$ cat config.mk
export PLATFORM = sky130hd
export DESIGN_NAME = ifetch_queue
export DESIGN_NICKNAME = d
export VERILOG_FILES = /design/src/rtl/ifetch_queue.sv
export SDC_FILE = /design/constraint.sdc
export NUM_CORES = 1
export LEC_CHECK = 0
export CORE_MARGIN = 5
export CORE_UTILIZATION = 45
export DETAILED_ROUTE_END_ITERATION = 8
export GPL_TIMING_DRIVEN = 0
export PLACE_DENSITY = 0.73
export SLEW_MARGIN = 0
export SYNTH_ARGS = -nofsm -noshare
export SYNTH_HDL_FRONTEND = slang
export SYNTH_SLANG_ARGS = --single-unit
$ cat constraint.sdc
create_clock -name clk -period 8.6 [get_ports clk]
set_input_delay 1.29 -clock clk [delete_from_list [all_inputs] [get_ports clk]]
set_output_delay 1.29 -clock clk [all_outputs]
set_load 0.01 [all_outputs]
$ cat src/rtl/ifetch_queue.sv
// Instruction fetch queue: issues sequential fetches, buffers in-order responses,
// and flushes wrong-path work on branch redirects. Define IFETCH_BYPASS_EN for a zero-latency response-to-decode path.
module ifetch_queue #(
  parameter int                ADDR_W   = 32,
  parameter int                INST_W   = 32,
  parameter int                DEPTH    = 4,
  parameter logic [ADDR_W-1:0] RESET_PC = '0
) (
  input  logic              clk,
  input  logic              rst,
  input  logic              branch_i,
  input  logic [ADDR_W-1:0] baddr_i,
  output logic              mreq_o,
  output logic [ADDR_W-1:0] maddr_o,
  input  logic              mgnt_i,
  input  logic              mresp_v_i,
  input  logic [INST_W-1:0] mresp_data_i,
  output logic              v_o,
  output logic [INST_W-1:0] inst_o,
  output logic [ADDR_W-1:0] addr_o,
  input  logic              stall_i
);

  localparam int AW = $clog2(DEPTH);
  localparam int PW = AW + 1;

  // Handshakes: a memory request transfers when mreq_o & mgnt_i; a response
  // transfers whenever mresp_v_i; decode takes the head when v_o & ~stall_i.

  logic [ADDR_W-1:0] pc;
  logic [PW-1:0]     wptr, fptr, rptr, drop_cnt;
  logic              init_r;
  logic [ADDR_W-1:0] addr_mem [DEPTH];
  logic [INST_W-1:0] inst_mem [DEPTH];

  logic [PW-1:0] alloc, pend, drop_next;
  logic [PW:0]   occupancy;
  logic          grant, resp_drop, resp_fill, bypass, head_v, pop;

  always_comb begin
    alloc     = wptr - rptr;
    pend      = wptr - fptr;
    // Stale in-flight responses still occupy memory-side slots, so they count too.
    occupancy = {1'b0, alloc} + {1'b0, drop_cnt};
    mreq_o    = init_r & ~branch_i & (occupancy < (PW+1)'(DEPTH));
    maddr_o   = pc;
    grant     = mreq_o & mgnt_i;
    resp_drop = mresp_v_i & (drop_cnt != '0);
    resp_fill = mresp_v_i & (drop_cnt == '0) & (pend != '0);
`ifdef IFETCH_BYPASS_EN
    bypass    = resp_fill & (fptr == rptr);
`else
    bypass    = 1'b0;
`endif
    head_v    = (fptr != rptr) | bypass;
    v_o       = head_v & ~branch_i;
    pop       = v_o & ~stall_i;
    inst_o    = '0;
    addr_o    = '0;
    if (v_o) begin
      addr_o = addr_mem[rptr[AW-1:0]];
      inst_o = bypass ? mresp_data_i : inst_mem[rptr[AW-1:0]];
    end
    // Unfilled current-path entries become responses to discard after a redirect.
    drop_next = drop_cnt + pend - {{(PW-1){1'b0}}, resp_drop | resp_fill};
  end

  always_ff @(posedge clk or negedge rst) begin
    if (!rst) begin
      pc       <= RESET_PC;
      wptr     <= '0;
      fptr     <= '0;
      rptr     <= '0;
      drop_cnt <= '0;
      init_r   <= 1'b0;
    end else begin
      init_r <= 1'b1;
      if (branch_i) begin
        pc       <= baddr_i;
        wptr     <= '0;
        fptr     <= '0;
        rptr     <= '0;
        drop_cnt <= drop_next;
      end else begin
        if (grant) begin
          wptr <= wptr + 1'b1;
          pc   <= pc + 1'b1;
        end
        if (resp_drop) drop_cnt <= drop_cnt - 1'b1;
        if (resp_fill) fptr <= fptr + 1'b1;
        if (pop)       rptr <= rptr + 1'b1;
      end
    end
  end

  always_ff @(posedge clk) begin
    if (grant)                 addr_mem[wptr[AW-1:0]] <= pc;
    if (resp_fill & ~branch_i) inst_mem[fptr[AW-1:0]] <= mresp_data_i;
  end

endmodule

# Word-level counts from Yosys, hierarchy flattened

Memories as Yosys holds them, arrays and structs flattened.
Index checks and enable logic that the tools add are counted.

Word-level logic and storage cells: 55
Bits in writable memories: 256
Output and inout port bits: 98
Bits in registers: 45
Memories: 2
Input bits: 70

Magnitude comparators: 1
Reduce and logical (&&, ||, !) cells: 7
$add $sub $neg: 10
Bitwise gates (word level): 12
Mux-type cells: 16
Equal/unequal tests: 1

Memories:

| name     | words | width | read ports | clocked after memory_dff | wr ports | line | text |
|---|---|---|---|---|---|---|---|
| addr_mem | 4     | 32    | 1          | 0                        | 1        | 33   | `logic [ADDR_W-1:0] addr_mem [DEPTH];` |
| inst_mem | 4     | 32    | 1          | 0                        | 1        | 34   | `logic [INST_W-1:0] inst_mem [DEPTH];` |

Operators with widths:

| kind                                                                          | number |
|---|---|
| 32-bit 2-to-1 mux                                                             | 4 |
| 32-bit by 1-bit adder with 32-bit output (second input constant)              | 1 |
| 3-bit 2-to-1 mux                                                              | 8 |
| 3-bit by 1-bit adder with 3-bit output (second input constant)                | 3 |
| 1-bit bitwise AND                                                             | 9 |
| 2-bit nonzero test                                                            | 4 |
| 3-bit nonzero test                                                            | 2 |
| 3-bit subtractor                                                              | 2 |
| 3-bit by 3-bit adder with 4-bit output                                        | 1 |
| 4-bit by 3-bit less-than comparator with 1-bit output (second input constant) | 1 |
| 1-bit 2-to-1 mux                                                              | 4 |
| 3-bit adder                                                                   | 1 |
| 3-bit logical NOT                                                             | 1 |
| 3-bit inequality test                                                         | 1 |
| 3-bit by 1-bit subtractor with 3-bit output                                   | 1 |
| 3-bit by 1-bit subtractor with 3-bit output (second input constant)           | 1 |
| 1-bit inverter                                                                | 2 |
| 1-bit bitwise OR                                                              | 1 |

# Logic depth before layout (Yosys ltp)

Gate-level depths: netlist of run 1.

Word-level depth: 7
Mapped depth: 15
Depth with buffers taken out: 15

# Least setup slack after synthesis of run 1

Ideal clock, no wire load.

Kind: in2reg
From: input port branch_i
To: memory inst_mem[3][0] (enable)
Stages on the path: 3
Setup time: 0.461 ns
Required time: 8.139 ns
Slack: 4.184 ns
Arrival time: 3.955 ns
Buffers on the path: 2
Cells stage by stage: clkbuf_1 clkbuf_1 nor3_1

Word-level cells in the longest chain between the ends: 4

RTL lines:

| what                                   | line | text |
|---|---|---|
| start, declared                        | 11   | `input logic branch_i,` |
| 1-bit inverter                         | 98   | `if (resp_fill & ~branch_i) inst_mem[fptr[AW-1:0]] <= mresp_data_i;` |
| 1-bit bitwise AND                      | 98   |  |
| 1-bit 2-to-1 mux                       | 98   |  |
| 1-bit 2-to-1 mux (implied by the code) | 98   |  |
| end, declared                          | 34   |  |

No other way between the ends.

# Worst setup path after layout of run 1

From: register rptr[1]
To: output port mreq_o

Word-level cells in the longest chain between the ends: 4

RTL lines:

| what                                                  | line | text |
|---|---|---|
| start, declared                                       | 31   | `logic [PW-1:0] wptr, fptr, rptr, drop_cnt;` |
| start signal, assigned                                | 91   | `if (pop) rptr <= rptr + 1'b1;` |
| 3-bit subtractor                                      | 41   | `alloc = wptr - rptr;` |
| 3-bit by 3-bit adder with 4-bit output                | 44   | `occupancy = {1'b0, alloc} + {1'b0, drop_cnt};` |
| 4-bit by 3-bit less-than comparator with 1-bit output | 45   | `mreq_o = init_r & ~branch_i & (occupancy < (PW+1)'(DEPTH));` |
| 1-bit bitwise AND                                     | 45   |  |
| end, declared                                         | 13   | `output logic mreq_o,` |

No other way between the ends.

==> key figures, run 1 <==
Status
  • Status: completed

Final layout
  • Area Overhead vs Synth: 25.55%
  • Share of cells above drive strength 1: 0.1445
  • Layout fillers: 2,166
  • Design Area, Final: 15,890 sq um
  • Ant diodes: 0
  • Nets@finish: 1,047

Floorplanning
  • Placeable Area: 27,780 sq um
  • Die ar.: 31,580 sq um
  • Die Span Y: 177.7 microns
  • Cell Rows: 61
  • IO Pins: 168
  • Initial core utilization: 0.4555
  • Die X: 177.7 microns

Clocking
  • Worst-Skew Late Latency: 550 ps
  • Post-cts hold buffer count: 0
  • Post-CTS Resized: 0
  • Maximum root-to-sink buffer count: 3
  • # H-tree levels: 1
  • CTS tree: built
  • Clock edge transition at the registers on the reported setup and hold paths: 60 ps
  • Inserted Clock Buffers: 29
  • Setup Fix Bufs, Post-CTS: 0
  • Clock sink count: 301
  • Clock root buffer: clkbuf_16

Timing
  • Hold Slack: 537.0 ps
  • Clock Skew: 18.00 ps
  • Final Setup Violations: 0
  • Tcrit/Tclk final: 0.6912
  • Final hold vios: 0
  • Max-slew headroom: 0.3732
  • Worst-Margin Slew: 940.2 ps
  • F_max: 168.2 MHz
  • Fin. max-slew vios: 0
  • RSZ-0062 raised after global routing: no
  • Final Critical Period: 5945 ps
  • TNS Setup: 0 ps

Place
  • IO buf count: 167
  • Placer congestion estimate: 0.8466
  • Placed cell area: 14,920 sq um
  • Post-DP HPWL: 20,450 microns

Critical path
  • Setup CP Type: reg2out
  • Worst Setup EP: mreq_o
  • Crit path cell chain: buf_1, buf_1, inv_1, fa_1, xor2_1, xnor2_1, ha_1, nor4b_2, and3_1, clkdlybuf4s50_1
  • WP data required: 7310 ps
  • RR Endpoint: addr_mem[2][13]
  • Worst Reg2Reg Path Length in Cells: 12
  • Delay-heaviest family, CP: buffers and inverters
  • Logic depth of the worst path, buffers included: 10
  • CP arrival: 4650 ps
  • Worst setup EP type: output pin
  • Crit path max fanout: 10
  • Flop-to-flop setup slack: 3120 ps
  • Crit path launch type: flip-flop
  • CP startpoint: rptr[1]
  • Critical path's slowest cell: buf_1
  • CP dominant cell by count: buf_1
  • Max stage delay on crit path: 670 ps
  • Crit Reg-Reg Startpoint: rptr[1]
  • Crit path buf inv count: 4

Route
  • Routed len/inst: 22.28 microns
  • Via-to-Cell Ratio: 5.566
  • Antenna viol nets, final: 0
  • Routed vias: 7,536
  • Drt total wl: 30,160 microns
  • Iter 0 DRT Violations: 665
  • DR pass1 iterations: 7
  • # DRC: 0

Logic synthesis
  • Library cells used by synthesis: 51
  • Mux share of post-synthesis cell area: 0.1197
  • Sequential area share after synthesis: 0.6965
  • Top cells by area, synth: edfxtp_1, mux4_2, dfrtp_1
  • Commonest cells post-synth: edfxtp_1, and3_1, mux4_2, nand2_1, dfrtp_1
  • Yosys top cell by area: edfxtp_1
  • Synthesized area per cell: 16.87 sq um
  • Xor-xnor portion of the synthesized cell area: 0.01701
  • Synthesized Nets: 842
  • Top-area cell type share of the netlist area: 0.6075
  • Syn. warnings: 0
  • Synth Area in Compound Gates: 0.02857
  • Synth Flop Type: edfxtp_1
  • Synthesized area: 12,650 sq um
  • Synthesized-area fraction occupied by adder cells: 0.02353
  • Count leader, synth: edfxtp_1
  • Cells after synthesis: 750
  • Yosys reg bits: 301
  • Post-synth EDFFs: 256
  • Largest family of logic cells by synthesized area: multiplexers
  • Async SR Flop Fraction: 0.1495
  • Simple-gate share of the synthesized area: 0.09571

Global routing
  • Antenna violations before repair: 0
  • Largest net degree at the start of global routing: 33
  • Gr usage total: 0.1890
  • Number of global-route vias before repair: 7,768
  • Grt total ovfl: 0
  • First-pass GRT wire length: 45,450 microns

Power and ir drop
  • Cell leakage power: 5.534 nW
  • Max VDD drop: 0.1440 mV
  • Pwr dens: 216.4 nW/um^2

Job
  • Max-cap check violation count: 0

Hold path
  • Hold/Removal Path Class: reg2reg
-- per-stage QoR --
| stage | instances | power, mW | util | worst slack, ps |
|---|---|---|---|---|
| floorplan | 750 | 1.960 | - | 4184 |
| global placement | 1295 | 2.157 | 0.5327 | 1774 |
| detailed placement | 1302 | 2.174 | 0.5371 | 3139 |
| CTS | 1354 | 3.461 | 0.5719 | 2612 |
| global route | 1354 | 3.567 | 0.5719 | 2429 |
| finish | 1354 | 3.438 | 0.5719 | 2655 |
-- flip-flops by register name, summed over array words and instances, names as in the netlist --
name,flops
rptr,3
fptr,3
maddr_o,32
inst_mem,128
init_r,1
addr_mem,128
drop_cnt,3
wptr,3
-- metal layers --
layer | wire length [microns] | global-route usage | vias to the layer above
li1 | - | - | 3384
met1 | 11960 | 0.2501 | 3816
met2 | 15300 | 0.3191 | 285
met3 | 2056 | 0.03558 | 51
met4 | 838 | 0.06026 | 0
met5 | 0 | 0 | -
-- final cells by class --
cell class / count / area (sq um) / share of cell area
Buffer: 40 / 161.4 / 0.01016
Clock buffer: 34 / 744.5 / 0.04686
Clock inverter: 18 / 221.5 / 0.01394
Inverter: 20 / 75.07 / 0.004725
Multi-Input combinational cell: 389 / 3618 / 0.2278
Sequential cell: 301 / 8813 / 0.5547
Tap cell: 378 / 473.0 / 0.02977
Timing Repair Buffer: 174 / 1780 / 0.1121
-- power by group --
part           switching [mW]  internal, mW
registers              0.0661          1.65
logic                   0.216         0.213
clock network           0.528         0.767
-- worst min path at each step --
stage,start,end,slack (ps),cells past startpoint
finish,drop_cnt[2],drop_cnt[2],540,1
detailed placement,drop_cnt[2],drop_cnt[2],530,1
global placement,drop_cnt[2],drop_cnt[2],530,1
CTS,drop_cnt[2],drop_cnt[2],540,1
global route,maddr_o[23],addr_mem[1][23],580,0
floorplan,drop_cnt[2],drop_cnt[2],480,1
-- cell families after synthesis --
group | count (synthesis)
AOI/OAI and AO/OA | 56
xor gates and xnor gates | 23
adders and majority gates | 22
buffers and inverters | 60
DFF | 301
muxes | 71
other | 1
and+or+nand+nor | 216
-- cells in the final DEF (no fill, tap or decap), drive strengths merged, types with 9 or more instances in the layout --
cell           instances
and3                  71
buf                   19
clkbuf                63
clkdlybuf4s50        166
clkinv                10
dfrtp                 45
edfxtp               256
ha                    19
inv                   20
mux4                  64
nand2                 49
nand3                 22
nand4                 15
nor2                  23
o21ai                 24
o311ai                 9
xnor2                 16
No activity file was read; power rests on OpenSTA's default activity.
==> run 2: changes to the inputs <==
==> constraint.sdc (replaced) <==
create_clock -name clk -period 6.1 [get_ports clk]
set_input_delay 0.915 -clock clk [delete_from_list [all_inputs] [get_ports clk]]
set_output_delay 0.915 -clock clk [all_outputs]
set_load 0.01 [all_outputs]
==> results of run 2 <==
The final DEF is identical to that of run 1. Status: completed.
Among the figures that moved: setup slack after placement 3139 ps -> 638.8 ps; setup slack after layout 2655 ps -> 530.4 ps; hold slack 537.0 ps -> 335.0 ps; register-to-register setup slack 3120 ps -> 620 ps; total power 3.438 mW -> 4.847 mW; worst IR drop on VDD 0.1440 mV -> 0.2030 mV
==> run 3: changes to the inputs <==
--- a/config.mk
+++ b/config.mk
@@ -5,6 +5,7 @@
 export SDC_FILE = /design/constraint.sdc
 export NUM_CORES = 1
 export LEC_CHECK = 0
+export ABC_CLOCK_PERIOD_IN_PS = 7200
 export CORE_MARGIN = 5
 export CORE_UTILIZATION = 45
 export DETAILED_ROUTE_END_ITERATION = 8
==> constraint.sdc (replaced) <==
create_clock -name clk -period 7.2 [get_ports clk]
set_input_delay 1.08 -clock clk [delete_from_list [all_inputs] [get_ports clk]]
set_output_delay 1.08 -clock clk [all_outputs]
set_load 0.01 [all_outputs]
==> results of run 3 <==
The final DEF is identical to that of run 1. Status: completed.
Among the figures that moved: setup slack after placement 3139 ps -> 1739 ps; setup slack after layout 2655 ps -> 1465 ps; hold slack 537.0 ps -> 500.0 ps; register-to-register setup slack 3120 ps -> 1720 ps; total power 3.438 mW -> 4.106 mW; worst IR drop on VDD 0.1440 mV -> 0.1720 mV
